--- src/rtl/handshake_crossing_arbiter.sv ---
// Round-robin arbiter sharing one 4-phase req/ack crossing channel among REQUESTERS sources.
// Optional per-phase watchdog: define HANDSHAKE_CROSSING_ARBITER_TIMEOUT_EN.
module handshake_crossing_arbiter #(
   parameter int unsigned REQUESTERS     = 4,
   parameter int unsigned DATA_WIDTH     = 8,
   parameter int unsigned TIMEOUT_CYCLES = 255
) (
   input  logic                             clock,
   input  logic                             reset,
   input  logic [REQUESTERS-1:0]            request,
   input  logic [REQUESTERS*DATA_WIDTH-1:0] request_data,
   output logic [REQUESTERS-1:0]            grant,
   output logic                             busy,
   output logic                             crossing_request,
   output logic [DATA_WIDTH-1:0]            crossing_data,
   input  logic                             crossing_acknowledge
`ifdef HANDSHAKE_CROSSING_ARBITER_TIMEOUT_EN
   ,
   output logic                             timeout
`endif
);

   localparam int unsigned IDX_W = (REQUESTERS > 1) ? $clog2(REQUESTERS) : 1;

   if (REQUESTERS < 2 || TIMEOUT_CYCLES == 0) begin : g_param_check
      $error("handshake_crossing_arbiter: REQUESTERS must be >= 2 and TIMEOUT_CYCLES > 0");
   end

   typedef enum logic [1:0] {
      IDLE,
      REQUEST,
      RELEASE
   } state_t;

   state_t                 state;
   state_t                 state_next;
   logic [IDX_W-1:0]       pointer;
   logic [IDX_W-1:0]       pointer_next;
   logic [IDX_W-1:0]       winner;
   logic [IDX_W-1:0]       winner_next;
   logic [IDX_W-1:0]       winner_inc;
   logic [IDX_W-1:0]       pick;
   logic                   found;
   logic [REQUESTERS-1:0]  grant_next;
   logic                   busy_next;
   logic                   crossing_request_next;
   logic [DATA_WIDTH-1:0]  crossing_data_next;
   logic [DATA_WIDTH-1:0]  slots [REQUESTERS];

`ifdef HANDSHAKE_CROSSING_ARBITER_TIMEOUT_EN
   localparam int unsigned CNT_W = $clog2(TIMEOUT_CYCLES + 1);
   logic [CNT_W-1:0] counter;
   logic [CNT_W-1:0] counter_next;
   logic             expired;
   logic             timeout_next;
`endif

   for (genvar g = 0; g < REQUESTERS; g++) begin : g_slot
      assign slots[g] = request_data[g*DATA_WIDTH +: DATA_WIDTH];
   end

   // Rotating priority: first asserted request at or above pointer, wrapping.
   always_comb begin
      int unsigned      idx;
      logic [IDX_W-1:0] cand;
      found = 1'b0;
      pick  = '0;
      for (int unsigned k = 0; k < REQUESTERS; k++) begin
         idx  = (32'(pointer) + k) % REQUESTERS;
         cand = IDX_W'(idx);
         if (!found && request[cand]) begin
            found = 1'b1;
            pick  = cand;
         end
      end
   end

   assign winner_inc = (winner == IDX_W'(REQUESTERS - 1)) ? '0 : winner + 1'b1;

`ifdef HANDSHAKE_CROSSING_ARBITER_TIMEOUT_EN
   assign expired = ((32'(counter) + 1) == TIMEOUT_CYCLES);
`endif

   always_comb begin
      state_next            = state;
      pointer_next          = pointer;
      winner_next           = winner;
      crossing_request_next = crossing_request;
      crossing_data_next    = crossing_data;
      grant_next            = '0;
`ifdef HANDSHAKE_CROSSING_ARBITER_TIMEOUT_EN
      timeout_next          = 1'b0;
`endif
      case (state)
         IDLE: begin
            if (!crossing_acknowledge && found) begin
               winner_next           = pick;
               crossing_data_next    = slots[pick];
               crossing_request_next = 1'b1;
               state_next            = REQUEST;
            end
         end
         REQUEST: begin
            if (crossing_acknowledge) begin
               crossing_request_next = 1'b0;
               grant_next[winner]    = 1'b1;
               state_next            = RELEASE;
            end
`ifdef HANDSHAKE_CROSSING_ARBITER_TIMEOUT_EN
            else if (expired) begin
               crossing_request_next = 1'b0;
               timeout_next          = 1'b1;
               state_next            = RELEASE;
            end
`endif
         end
         RELEASE: begin
            if (!crossing_acknowledge) begin
               pointer_next = winner_inc;
               state_next   = IDLE;
            end
`ifdef HANDSHAKE_CROSSING_ARBITER_TIMEOUT_EN
            else if (expired) begin
               timeout_next = 1'b1;
               pointer_next = winner_inc;
               state_next   = IDLE;
            end
`endif
         end
         default: state_next = IDLE;
      endcase
      busy_next = (state_next != IDLE);
`ifdef HANDSHAKE_CROSSING_ARBITER_TIMEOUT_EN
      counter_next = (state_next != state || state == IDLE) ? '0 : counter + 1'b1;
`endif
   end

   always_ff @(posedge clock or posedge reset) begin
      if (reset) begin
         state            <= IDLE;
         pointer          <= '0;
         winner           <= '0;
         crossing_request <= 1'b0;
         crossing_data    <= '0;
         grant            <= '0;
         busy             <= 1'b0;
`ifdef HANDSHAKE_CROSSING_ARBITER_TIMEOUT_EN
         counter          <= '0;
         timeout          <= 1'b0;
`endif
      end else begin
         state            <= state_next;
         pointer          <= pointer_next;
         winner           <= winner_next;
         crossing_request <= crossing_request_next;
         crossing_data    <= crossing_data_next;
         grant            <= grant_next;
         busy             <= busy_next;
`ifdef HANDSHAKE_CROSSING_ARBITER_TIMEOUT_EN
         counter          <= counter_next;
         timeout          <= timeout_next;
`endif
      end
   end

endmodule
--- config.mk ---
export PLATFORM = sky130hd
export DESIGN_NAME = handshake_crossing_arbiter
export DESIGN_NICKNAME = d
export VERILOG_FILES = /design/src/rtl/handshake_crossing_arbiter.sv
export SDC_FILE = /design/constraint.sdc
export NUM_CORES = 1
export LEC_CHECK = 0
export CAP_MARGIN = 15
export CORE_MARGIN = 5
export CORE_UTILIZATION = 53
export DETAILED_ROUTE_END_ITERATION = 12
export DONT_BUFFER_PORTS = 1
export PLACE_DENSITY = 0.71
export SLEW_MARGIN = 0
export SYNTH_ARGS = -nofsm -noshare
export SYNTH_HDL_FRONTEND = slang
export SYNTH_SLANG_ARGS = --single-unit
export TNS_END_PERCENT = 100
--- constraint.sdc ---
create_clock -name clock -period 3.24 [get_ports clock]
set_clock_uncertainty 0.1 [all_clocks]
set_input_delay 0.486 -clock clock [delete_from_list [all_inputs] [get_ports clock]]
set_output_delay 0.486 -clock clock [all_outputs]
set_load 0.01 [all_outputs]
==> results by group, run 1 <==
Routing
  – Drt pass-1 iters: 4
  – Post-route DRC: 0
  – Total number of vias: slightly below 1000
  – Overall routed net length: 2947 µm
  – DR vias/cell: about 6.5
  – DRT antenna net count: 0
  – First DRT Iteration DRCs: 56
  – Drt wl/cell: 19.39 µm

Timing
  – Max-slew violations: 0
  – Hold slack: 90.86 ps
  – RSZ-0062 raised after global routing: no
  – Rel. slew slack: 39.19%
  – Final Critical Period: 2161 ps
  – Measured slew at the worst slew-check pin: 904.6 ps
  – F_max: ~460 MHz
  – Period utilization: 66.69%
  – Total Neg Setup Slack: 0 ps
  – Final Hold Violating Endpoints: 0
  – Final setup violation count: 0

GRT
  – Grt ovf: 0
  – Antenna violations before repair: 0
  – First-pass GRT wire length: roughly 4700 µm
  – Largest net degree at the start of global routing: 21
  – Vias in the first global route: 978
  – Total track usage: a little under a fifth

Die
  – Std-Cell Rows: 17
  – Die area: ~3400 µm²
  – Die width: 58 µm
  – Initial Util: approximately 55%
  – Core area: ~2200 µm²
  – Die H: slightly below 60 µm
  – Io pins: between 50 and 60

Clock network
  – Clock transition at path regs: 110 ps
  – H-tree Lvls: 1
  – Post-CTS setup buffers: 0
  – CTS root buffer: clkbuf_4
  – # clock sinks: 20
  – CTS tree: built
  – Clock Tree Buf Depth: 2
  – Cts repair resizes: 0
  – Worst-Skew Late Latency: 300 ps
  – CTS Buf Count: 3
  – # hold bufs at CTS: 0

Yosys
  – Dominant synthesized flop cell: dfrtp_1
  – Syn nets: between 150 and 200
  – Sequential area share after synthesis: between 40% and 50%
  – Synthesized area: 1221 µm²
  – Unique masters post-synth: 34
  – Syn avg cell area: around 9.5 µm²
  – Number of synthesized flops with an enable pin: 0
  – Number of synthesized register bits: 20
  – Synth warn: 0
  – Synth async-reset ratio: between 90% and 100%
  – Mapped Cells: 128

Layout
  – Most frequent cells in the layout: 20 x dfrtp_1, 18 x nand2_1, 11 x nor2_1, 8 x a21boi_0, 8 x a311oi_1
  – Layout cell share with drive strength beyond 1: a little under an eighth
  – Area Overhead vs Synth: 1.742%
  – Final net count: 168
  – Commonest non-fill, non-tap cell in the layout: dfrtp_1
  – Combined area of the multi-input logic cells: approximately 650 µm²
  – Ant diodes: 0
  – Storage element area: ~500 µm²
  – Filler instances: just over 200

Place
  – Final GP Congestion: about 0.76
  – DP HPWL: between 2000 and 2500 µm
  – Count of buffers from port buffering: 0

Worst setup path
  – Worst reg-to-reg setup slack: 1080 ps
  – Startpoint Class: flop
  – Crit Path Class: reg2reg
  – Critical path arrival: 2230 ps
  – Cells on worst reg2reg path: 5
  – Crit-path max FO: 12
  – Critical path required time: 3310 ps
  – Reg2reg end: crossing_data[6]$_DFFE_PP0P_
  – Worst setup EP type: flop
  – R2R Path Start: pointer[1]$_DFFE_PP0P_
  – Setup crit end: crossing_data[6]$_DFFE_PP0P_
  – CP startpoint: pointer[1]$_DFFE_PP0P_

Flow run
  – Max Cap Viol: 0

Power and ir drop
  – PwrDens: around 720 nW/µm²
  – Overall Power: around 0.90 mW
  – Pleak: between 0.5 and 0.6 nW
  – Peak supply drop: 0.3604 mV

Outcome
  – Status: finished clean

Worst hold path
  – Hold Crit Class: in2async
[through the flow]
stage / area (µm²) / utilization [%] / std cells / setup WS (ps)
after floorplan: 1221 / - / 128 / 1276
after global placement: 1206 / 54.52 / 148 / 1120
after detailed placement: 1206 / 54.52 / 148 / 1015
after CTS: 1242 / 56.17 / 152 / 1105
after global routing: 1242 / 56.17 / 152 / 943.2
final: 1242 / 56.17 / 152 / 1079
[area by class of cell]
type,count,area share [%]
clock buffers,4,2.920
inverters,6,1.813
multi-input cells,94,52.17
flip-flops and latches,20,40.28
well taps,28,2.820
[routing by layer]
metal  global-route usage (%)  part of all wire, %
met1                    21.85                   41
met2                    28.87                   48
met3                    7.127                  9.1
met4                    8.609                  1.8
met5                        0                    0
[synthesized netlist by cell type, drive strengths merged (2+ instances only)]
master	instances	area [µm²]
a21boi	8	60.06
ha	4	50.05
a211oi	2	15.01
and2	3	21.27
a2111oi	8	88.83
mux2	2	22.52
inv	6	22.52
nand2	18	67.56
a311oi	8	70.07
dfrtp	20	500.5
and3	4	25.02
buf	6	42.54
or2	2	12.52
nor2b	2	12.51
nor3b	2	15.01
nor2	11	41.29
o21ai	6	30.03
nor4	4	37.53
clkbuf	2	7.510
[cell families after synthesis]
logic type	synth area share (%)
adders and majority gates	4.099
buffers and inverters	5.943
AOI/OAI and AO/OA	23.77
and+or+nand+nor	21.82
muxes	2.664
DFF	40.98
xor gates and xnor gates	0.7173
[registers in the layout, summed over array words and instances (netlist names)]
register / cells
busy: 1
crossing_data: 8
crossing_request: 1
grant: 4
pointer: 2
state: 2
winner: 2
[where the power goes]
group	internal (mW)	switching, mW	leakage [nW]
Clock	0.0686	0.0769	0.0210
Sequential	0.336	0.110	0.240
Combinational	0.123	0.186	0.244
[worst max-delay path, stage by stage (launching register included)]
cell and delay [ps]:
dfrtp_1 460, nand2_1 70, a311oi_1 400, or2_1 470
and2_1 360, a311oi_1 160
[worst min path at each step]
stage	slack, ps	cells after the start	to	start
floorplan	350	1	busy$_DFF_PP0_	reset
global placement	440	1	crossing_data[7]$_DFFE_PP0P_	reset
detailed placement	450	1	crossing_data[3]$_DFFE_PP0P_	reset
CTS	110	1	crossing_data[7]$_DFFE_PP0P_	reset
global route	110	1	state[0]$_DFF_PP0_	crossing_acknowledge
finish	90	1	crossing_data[5]$_DFFE_PP0P_	reset
No activity file was read; power rests on OpenSTA's default activity.
==> inputs of run 2 (changes only) <==
- PLACE_DENSITY: 0.71 -> 0.74
- clock period: 3.24 -> 1.76 ns (I/O delays scaled with it)
==> run 2 against run 1 <==
The flow now finishes with violations (negative setup slack); fmax grew 16%; final cell count grew 22%; global-route usage grew 4.0 points; count of clock-buffer cells in the layout shrank 1; critical path depth grew 2; sequential share of layout area shrank 12 points; via count grew 25%; non-clock buffer count grew 31; hold slack lost 83 ps; utilization grew 25 points; clock power grew to 2.7 times the previous value; highest routed layer unchanged.
==> results by group, run 2 (same netlist as run 1, synthesis figures left out) <==
Routing
  – Total number of vias: 1228 (+25%)
  – Drt pass-1 iters: 6 (+2)
  – DR vias/cell: 6.638 (+2.6%)
  – Overall routed net length: 4193 µm (+42%)
  – Drt wl/cell: 22.66 µm (+17%)
  – DRT antenna net count: 0 (unchanged)
  – First DRT Iteration DRCs: 29 (-48%)
  – Post-route DRC: 0 (unchanged)

Worst setup path
  – Crit Path Class: reg2reg
  – Crit-path max FO: 8 (-4)
  – Critical path arrival: 1970 ps (-260 ps)
  – Worst reg-to-reg setup slack: -100 ps (-1180 ps)
  – Slowest stage delay, CP: 480 ps (about the same)
  – Worst setup EP type: flop
  – Slowest cell on crit path: dfrtp_2
  – Cells on worst reg2reg path: 7 (+2)
  – Startpoint Class: flop
  – Critical path required time: 1870 ps (-1440 ps)
  – R2R Path Start: pointer[1]$_DFFE_PP0P_
  – Reg2reg end: crossing_data[7]$_DFFE_PP0P_
  – Critical path cell sequence: mux2i_1 -> or2_1 -> buf_6 -> nand2_4 -> buf_4 -> nand2_1 -> a311oi_1

Timing
  – Final setup violation count: 8 (+8)
  – RSZ-0062 raised after global routing: yes
  – F_max: 536.8 MHz (+16%)
  – Final Hold Violating Endpoints: 0 (unchanged)
  – Final Critical Period: 1863 ps (-297.9 ps)
  – Rel. slew slack: 65.46% (+26 points)
  – Max-slew violations: 0 (unchanged)
  – Final setup margin: -102.8 ps (-1182 ps)
  – Period utilization: 105.8% (+39 points)
  – Measured slew at the worst slew-check pin: 513.9 ps (-390.7 ps)

Die
  – Io pins: 53 (unchanged)
  – Core area: 2212 µm² (unchanged)
  – Initial Util: 55.20% (unchanged)
  – Die width: 58 µm (unchanged)
  – Die area: 3364 µm² (unchanged)
  – Std-Cell Rows: 17 (unchanged)
  – Die H: 58 µm (unchanged)

Layout
  – Max FFs per register: 8 (unchanged)
  – Largest register by flop count: crossing_data
  – Finished Cell Area: 1794 µm² (+44%)
  – Final net count: 201 (+20%)
  – Ant diodes: 0 (unchanged)
  – Commonest non-fill, non-tap cell in the layout: dfrtp_1
  – Area Overhead vs Synth: 46.93%
  – Layout cell share with drive strength beyond 1: 35.03% (+24 points)
  – Fin cells: 185 (+22%)
  – Most frequent cells in the layout: 19 x dfrtp_1, 16 x nand2_1, 15 x dlygate4sd3_1, 13 x buf_4, 11 x nor2_1
  – Largest registers: crossing_data (8), grant (4)

Worst hold path
  – Hold Crit Class: in2reg
  – Hold EP: busy$_DFF_PP0_
  – Worst Min Path Start: crossing_acknowledge
  – Hold Crit Depth: 2

Clock network
  – Clock Tree Buf Depth: 2 (unchanged)
  – H-tree Lvls: 1 (unchanged)
  – Worst-Skew Late Latency: 320 ps (+20 ps)
  – CTS root buffer: clkbuf_4
  – Clock transition at path regs: 110 ps (about the same)
  – CTS tree: built
  – CTS Buf Count: 3 (unchanged)
  – # clock sinks: 20 (unchanged)

Flow run
  – Max Cap Viol: 0 (unchanged)

GRT
  – First-pass GRT wire length: 5637 µm (+20%)
  – Vias in the first global route: 1218 (+25%)
  – Antenna violations before repair: 0 (unchanged)
  – Grt ovf: 0 (unchanged)
  – Total track usage: 22.28% (+4.0 points)
  – Largest net degree at the start of global routing: 21 (unchanged)

Place
  – Placed instance count: 162 (+9.5%)
  – Place WS: -26.78 ps (-1042 ps)
  – DP Area: 1333 µm² (+10%)
  – DP HPWL: 2400 µm (+7.1%)
  – Final GP Congestion: 0.7615 (-0.28%)
  – Count of buffers from port buffering: 0 (unchanged)

Power and ir drop
  – Pleak: 0.6975 nW (+38%)
  – PwrDens: 1278 nW/µm² (+76%)
  – Peak supply drop: 1.181 mV (+230%)

Outcome
  – Failing checks: negative setup slack
  – Status: complete, but fails checks
## run 2: changes by cell type in the layout (fill, tap and decap cells not counted), moves of 3 or more
cell           before  now
a311oi_2            0    7
a21boi_0            8    1
a2111oi_2           3    0
dlygate4sd3_1       0   15
a21boi_2            0    4
a311oi_1            8    1
a21boi_1            0    3
buf_4               0   13
a2111oi_0           5    0
a2111oi_4           0    8
## run 2: critical path: cells and delay by family, from the launching register on
kind / cells / cell delay (ps)
and+or+nand+nor: 3 / 410
DFF: 1 / 480
AOI/OAI and AO/OA: 1 / 310
buffers and inverters: 2 / 310
muxes: 1 / 140
## run 2: worst max-delay path by stage
stage                            from                           end  slack [ps]  cells past startpoint
2_1_floorplan      state[0]$_DFF_PP0_  crossing_data[3]$_DFFE_PP0P_         -20                      5
3_3_place_gp   pointer[1]$_DFFE_PP0P_  crossing_data[6]$_DFFE_PP0P_          50                      7
3_5_place_dp   pointer[1]$_DFFE_PP0P_  crossing_data[0]$_DFFE_PP0P_         -30                      6
4_1_cts            state[0]$_DFF_PP0_  crossing_data[0]$_DFFE_PP0P_         -20                      4
5_1_grt        pointer[1]$_DFFE_PP0P_  crossing_data[5]$_DFFE_PP0P_        -170                      6
6_report       pointer[1]$_DFFE_PP0P_  crossing_data[7]$_DFFE_PP0P_        -100                      7
## run 2: power by group
group	internal [mW]	switching [mW]	leakage (nW)	total [mW]
Clock	0.231	0.160	0.0279	0.390
Combinational	0.468	0.594	0.431	1.06
Sequential	0.620	0.220	0.239	0.840
Total	1.32	0.973	0.697	2.29
## run 2: cell type report
| type | count | area, µm² |
|---|---|---|
| Clock buffer | 3 | 22.52 |
| Clock inverter | 1 | 30.03 |
| Fill cell | 112 | 417.9 |
| Inverter | 6 | 22.52 |
| Multi-Input combinational cell | 96 | 892.1 |
| Sequential cell | 20 | 501.7 |
| Tap cell | 28 | 35.03 |
| Timing Repair Buffer | 31 | 290.3 |
## run 2: timing repair
action,CTS,global route
cloned,2,0
pin swaps,3,11
gates resized for setup,15,30
setup buffers,1,1
hold endpoints to repair,28,1
hold buffers,13,2
setup endpoints to repair,7,8
## run 2: per-stage QoR
| stage | utilization [%] | hold WS (ps) | setup TNS, ps | power (mW) |
|---|---|---|---|---|
| floorplan | - | 127.8 | -79.59 | 1.314 |
| global placement | 60.24 | 94.29 | 0 | 1.487 |
| detailed placement | 60.24 | 96.93 | -54.74 | 1.535 |
| CTS | 71.38 | 2.511 | -31.27 | 2.014 |
| global route | 81.11 | 1.713 | -954.9 | 2.401 |
| finish | 81.11 | 8.223 | -396.6 | 2.292 |
## run 2: routing by layer
metal	global-route usage, %	up-vias	wire [µm]
met4	12.25	0	158
li1	-	529	-
met3	5.122	20	298
met5	0	-	0
met1	22.76	593	1445
met2	41.29	86	2292
==> inputs of run 3 (changes only) <==
- SETUP_SLACK_MARGIN: default -> 0.5
==> run 3 against run 2 <==
The flow finishes with violations (negative hold slack, negative setup slack); clock power shrank 25%; fmax shrank 3.2%; cell area grew 0.35%; die area is the same; via count shrank 0.49%; first-iteration DRC count grew 110%; hold slack lost 30 ps; register-to-register slack lost 60 ps; final cell count shrank 1.1%; flip-flop and latch count is the same; critical path type unchanged; critical endpoint is now crossing_data[0]$_DFFE_PP0P_; largest cell class unchanged.
==> results by group, run 3 (same netlist as run 1, synthesis figures left out) <==
Outcome
  – Status: complete, but fails checks
  – Failing checks: negative hold slack, negative setup slack

Place
  – DP HPWL: 2287 µm (-4.7%)
  – DP Area: 1310 µm² (-1.7%)
  – Final GP Congestion: 0.7554 (-0.80%)
  – Count of buffers from port buffering: 0 (unchanged)

Routing
  – DRT antenna net count: 0 (unchanged)
  – Overall routed net length: 4363 µm (+4.1%)
  – Post-route DRC: 0 (unchanged)
  – First DRT Iteration DRCs: 62 (+110%)
  – Total number of vias: 1222 (-0.49%)
  – Drt wl/cell: 23.84 µm (+5.2%)
  – Drt pass-1 iters: 4 (-2)
  – DR vias/cell: 6.678 (+0.60%)

Timing
  – Total Neg Setup Slack: -698.4 ps (-301.8 ps)
  – Final setup violation count: 8 (unchanged)
  – Period utilization: 109.4% (+3.5 points)
  – Final Hold Violating Endpoints: 1 (+1)
  – RSZ-0062 raised after global routing: yes
  – Rel. slew slack: 74.56% (+9.1 points)
  – Final Critical Period: 1925 ps (+62.02 ps)
  – Max-slew violations: 0 (unchanged)
  – Hold slack: -21.76 ps (-29.98 ps)
  – F_max: 519.5 MHz (-3.2%)
  – Final setup margin: -164.8 ps (-62.02 ps)
  – Measured slew at the worst slew-check pin: 380.8 ps (-133.1 ps)

Clock network
  – Worst-Skew Late Latency: 330 ps (about the same)
  – # clock sinks: 20 (unchanged)
  – CTS root buffer: clkbuf_4
  – Clock Tree Buf Depth: 2 (unchanged)
  – CTS Buf Count: 3 (unchanged)
  – CTS tree: built
  – H-tree Lvls: 1 (unchanged)
  – Clock transition at path regs: 130 ps (+20 ps)

GRT
  – Grt ovf: 0 (unchanged)
  – Antenna violations before repair: 0 (unchanged)
  – Total track usage: 23.82% (+1.5 points)
  – Vias in the first global route: 1197 (-1.7%)
  – Largest net degree at the start of global routing: 21 (unchanged)
  – First-pass GRT wire length: 5865 µm (+4.0%)

Layout
  – Filler instances: 125 (+12%)
  – Largest registers: crossing_data (8), grant (4)
  – Layout Utilization: 81.39% (+0.28 points)
  – Max FFs per register: 8 (unchanged)
  – Largest register by flop count: crossing_data
  – Most frequent cells in the layout: 19 x dfrtp_1, 16 x nand2_1, 14 x dlygate4sd3_1, 11 x nor2_1
  – Area Overhead vs Synth: 47.44%
  – Layout cell share with drive strength beyond 1: 34.84% (-0.19 points)
  – Ant diodes: 0 (unchanged)
  – Commonest non-fill, non-tap cell in the layout: dfrtp_1
  – Final net count: 199 (-1.0%)
  – Finished Cell Area: 1800 µm² (+0.35%)

Power and ir drop
  – Internal power: 1.229 mW (-6.8%)
  – Pleak: 0.7001 nW (+0.38%)
  – Clk network pwr share: 13.1% (-3.9 points)
  – PwrDens: 1229 nW/µm² (-3.8%)
  – Overall Power: 2.212 mW (-3.5%)
  – Peak supply drop: 0.9613 mV (-19%)
  – Sequential power share: 37.5% (+0.9 points)
  – Reported net switching power: 0.9826 mW (+0.94%)
  – Sw frac: 44.42% (+2.0 points)
  – Combinational Power Share: 49.4% (+3.1 points)

Worst setup path
  – Critical path required time: 1900 ps (+30 ps)
  – Critical path cell sequence: nand2_1 -> a311oi_2 -> or2_1 -> buf_6 -> o22ai_1 -> nor4_2
  – Critical path arrival: 2060 ps (+90 ps)
  – Worst reg-to-reg setup slack: -160 ps (-60 ps)
  – Critical path buffers and inverters: 1 (-1)
  – Worst setup EP type: flop
  – Crit-path max FO: 7 (-1)
  – Startpoint Class: flop
  – Reg2reg end: crossing_data[0]$_DFFE_PP0P_
  – Crit Path Class: reg2reg
  – R2R Path Start: pointer[1]$_DFFE_PP0P_
  – Slowest cell on crit path: dfrtp_2
  – CP delay by family, top: simple AND/OR/NAND/NOR gates
  – Slowest stage delay, CP: 450 ps (-30 ps)
  – Cells on worst reg2reg path: 6 (-1)

Worst hold path
  – Worst Min Path Start: request_data[5]
  – Hold Crit Depth: 2 (unchanged)
  – Hold EP: crossing_data[5]$_DFFE_PP0P_
  – Hold Crit Class: in2reg

Die
  – Die area: 3364 µm² (unchanged)
  – Io pins: 53 (unchanged)
  – Initial Util: 55.20% (unchanged)
  – Die H: 58 µm (unchanged)
  – Die width: 58 µm (unchanged)
  – Std-Cell Rows: 17 (unchanged)
  – Core area: 2212 µm² (unchanged)

Flow run
  – Max Cap Viol: 0 (unchanged)
[run 3: cell types whose count changed in the layout (fill, tap and decap cells not counted), sizes merged]
cell         delta
bufinv          -1
clkbuf          +1
dlygate4sd3     -1
or4             -1
[run 3: worst reg2reg max path, delay by kind of cell, from the launching register on]
| kind | cells | cell delay (ps) |
|---|---|---|
| DFF | 1 | 450 |
| buffers and inverters | 1 | 200 |
| AOI/OAI and AO/OA | 2 | 470 |
| and+or+nand+nor | 3 | 610 |
[run 3: final cells by class]
cell class | count | area, µm² | share of cell area, %
Clock buffer | 4 | 36.28 | 2.015
Tap cell | 28 | 35.03 | 1.946
Inverter | 6 | 22.52 | 1.251
Multi-Input combinational cell | 95 | 902.1 | 50.10
Sequential cell | 20 | 501.7 | 27.87
Timing Repair Buffer | 30 | 302.8 | 16.82
[run 3: worst max path at each step]
stage | cells past startpoint | startpoint | to
floorplan | 5 | state[0]$_DFF_PP0_ | crossing_data[3]$_DFFE_PP0P_
global placement | 5 | pointer[1]$_DFFE_PP0P_ | crossing_data[6]$_DFFE_PP0P_
detailed placement | 5 | pointer[1]$_DFFE_PP0P_ | crossing_data[5]$_DFFE_PP0P_
CTS | 6 | pointer[0]$_DFFE_PP0P_ | crossing_data[0]$_DFFE_PP0P_
global route | 6 | pointer[0]$_DFFE_PP0P_ | crossing_data[0]$_DFFE_PP0P_
finish | 6 | pointer[1]$_DFFE_PP0P_ | crossing_data[0]$_DFFE_PP0P_
[run 3: power by group through the flow]
stage / sequential (mW) / clock (mW) / combinational (mW)
2_1_floorplan: 0.775 / 0 / 0.538
3_3_place_gp: 0.809 / 0 / 0.657
3_5_place_dp: 0.818 / 0 / 0.689
4_1_cts: 0.808 / 0.278 / 0.848
5_1_grt: 0.849 / 0.308 / 1.16
6_report: 0.829 / 0.291 / 1.09
[run 3: what timing repair did]
action	in CTS	in global routing
setup buffers	4	1
endpoints found under the hold margin	29	0
cloned	1	0
setup endpoints to repair	12	14
pin swaps	12	17
resized for setup	26	31
hold buffers	14	0
[run 3: per-layer routing]
metal  vias to the layer above  track usage [%]  wire length, µm
met5                         -                0                0
met4                         0            11.59              235
met3                        31            7.127              313
met2                        81            45.65             2357
met1                       587            22.65             1456
li1                        523                -                -
[run 3: metrics by stage]
| step | setup WS, ps | instances | hold slack, ps |
|---|---|---|---|
| after floorplan | -19.90 | 128 | 127.8 |
| after global placement | 49.85 | 159 | 94.44 |
| after CTS | 15.32 | 182 | 1.739 |
| after detailed placement | -3.811 | 159 | 94.68 |
| after global routing | -214.4 | 183 | -0.7813 |
| final | -164.8 | 183 | -21.76 |
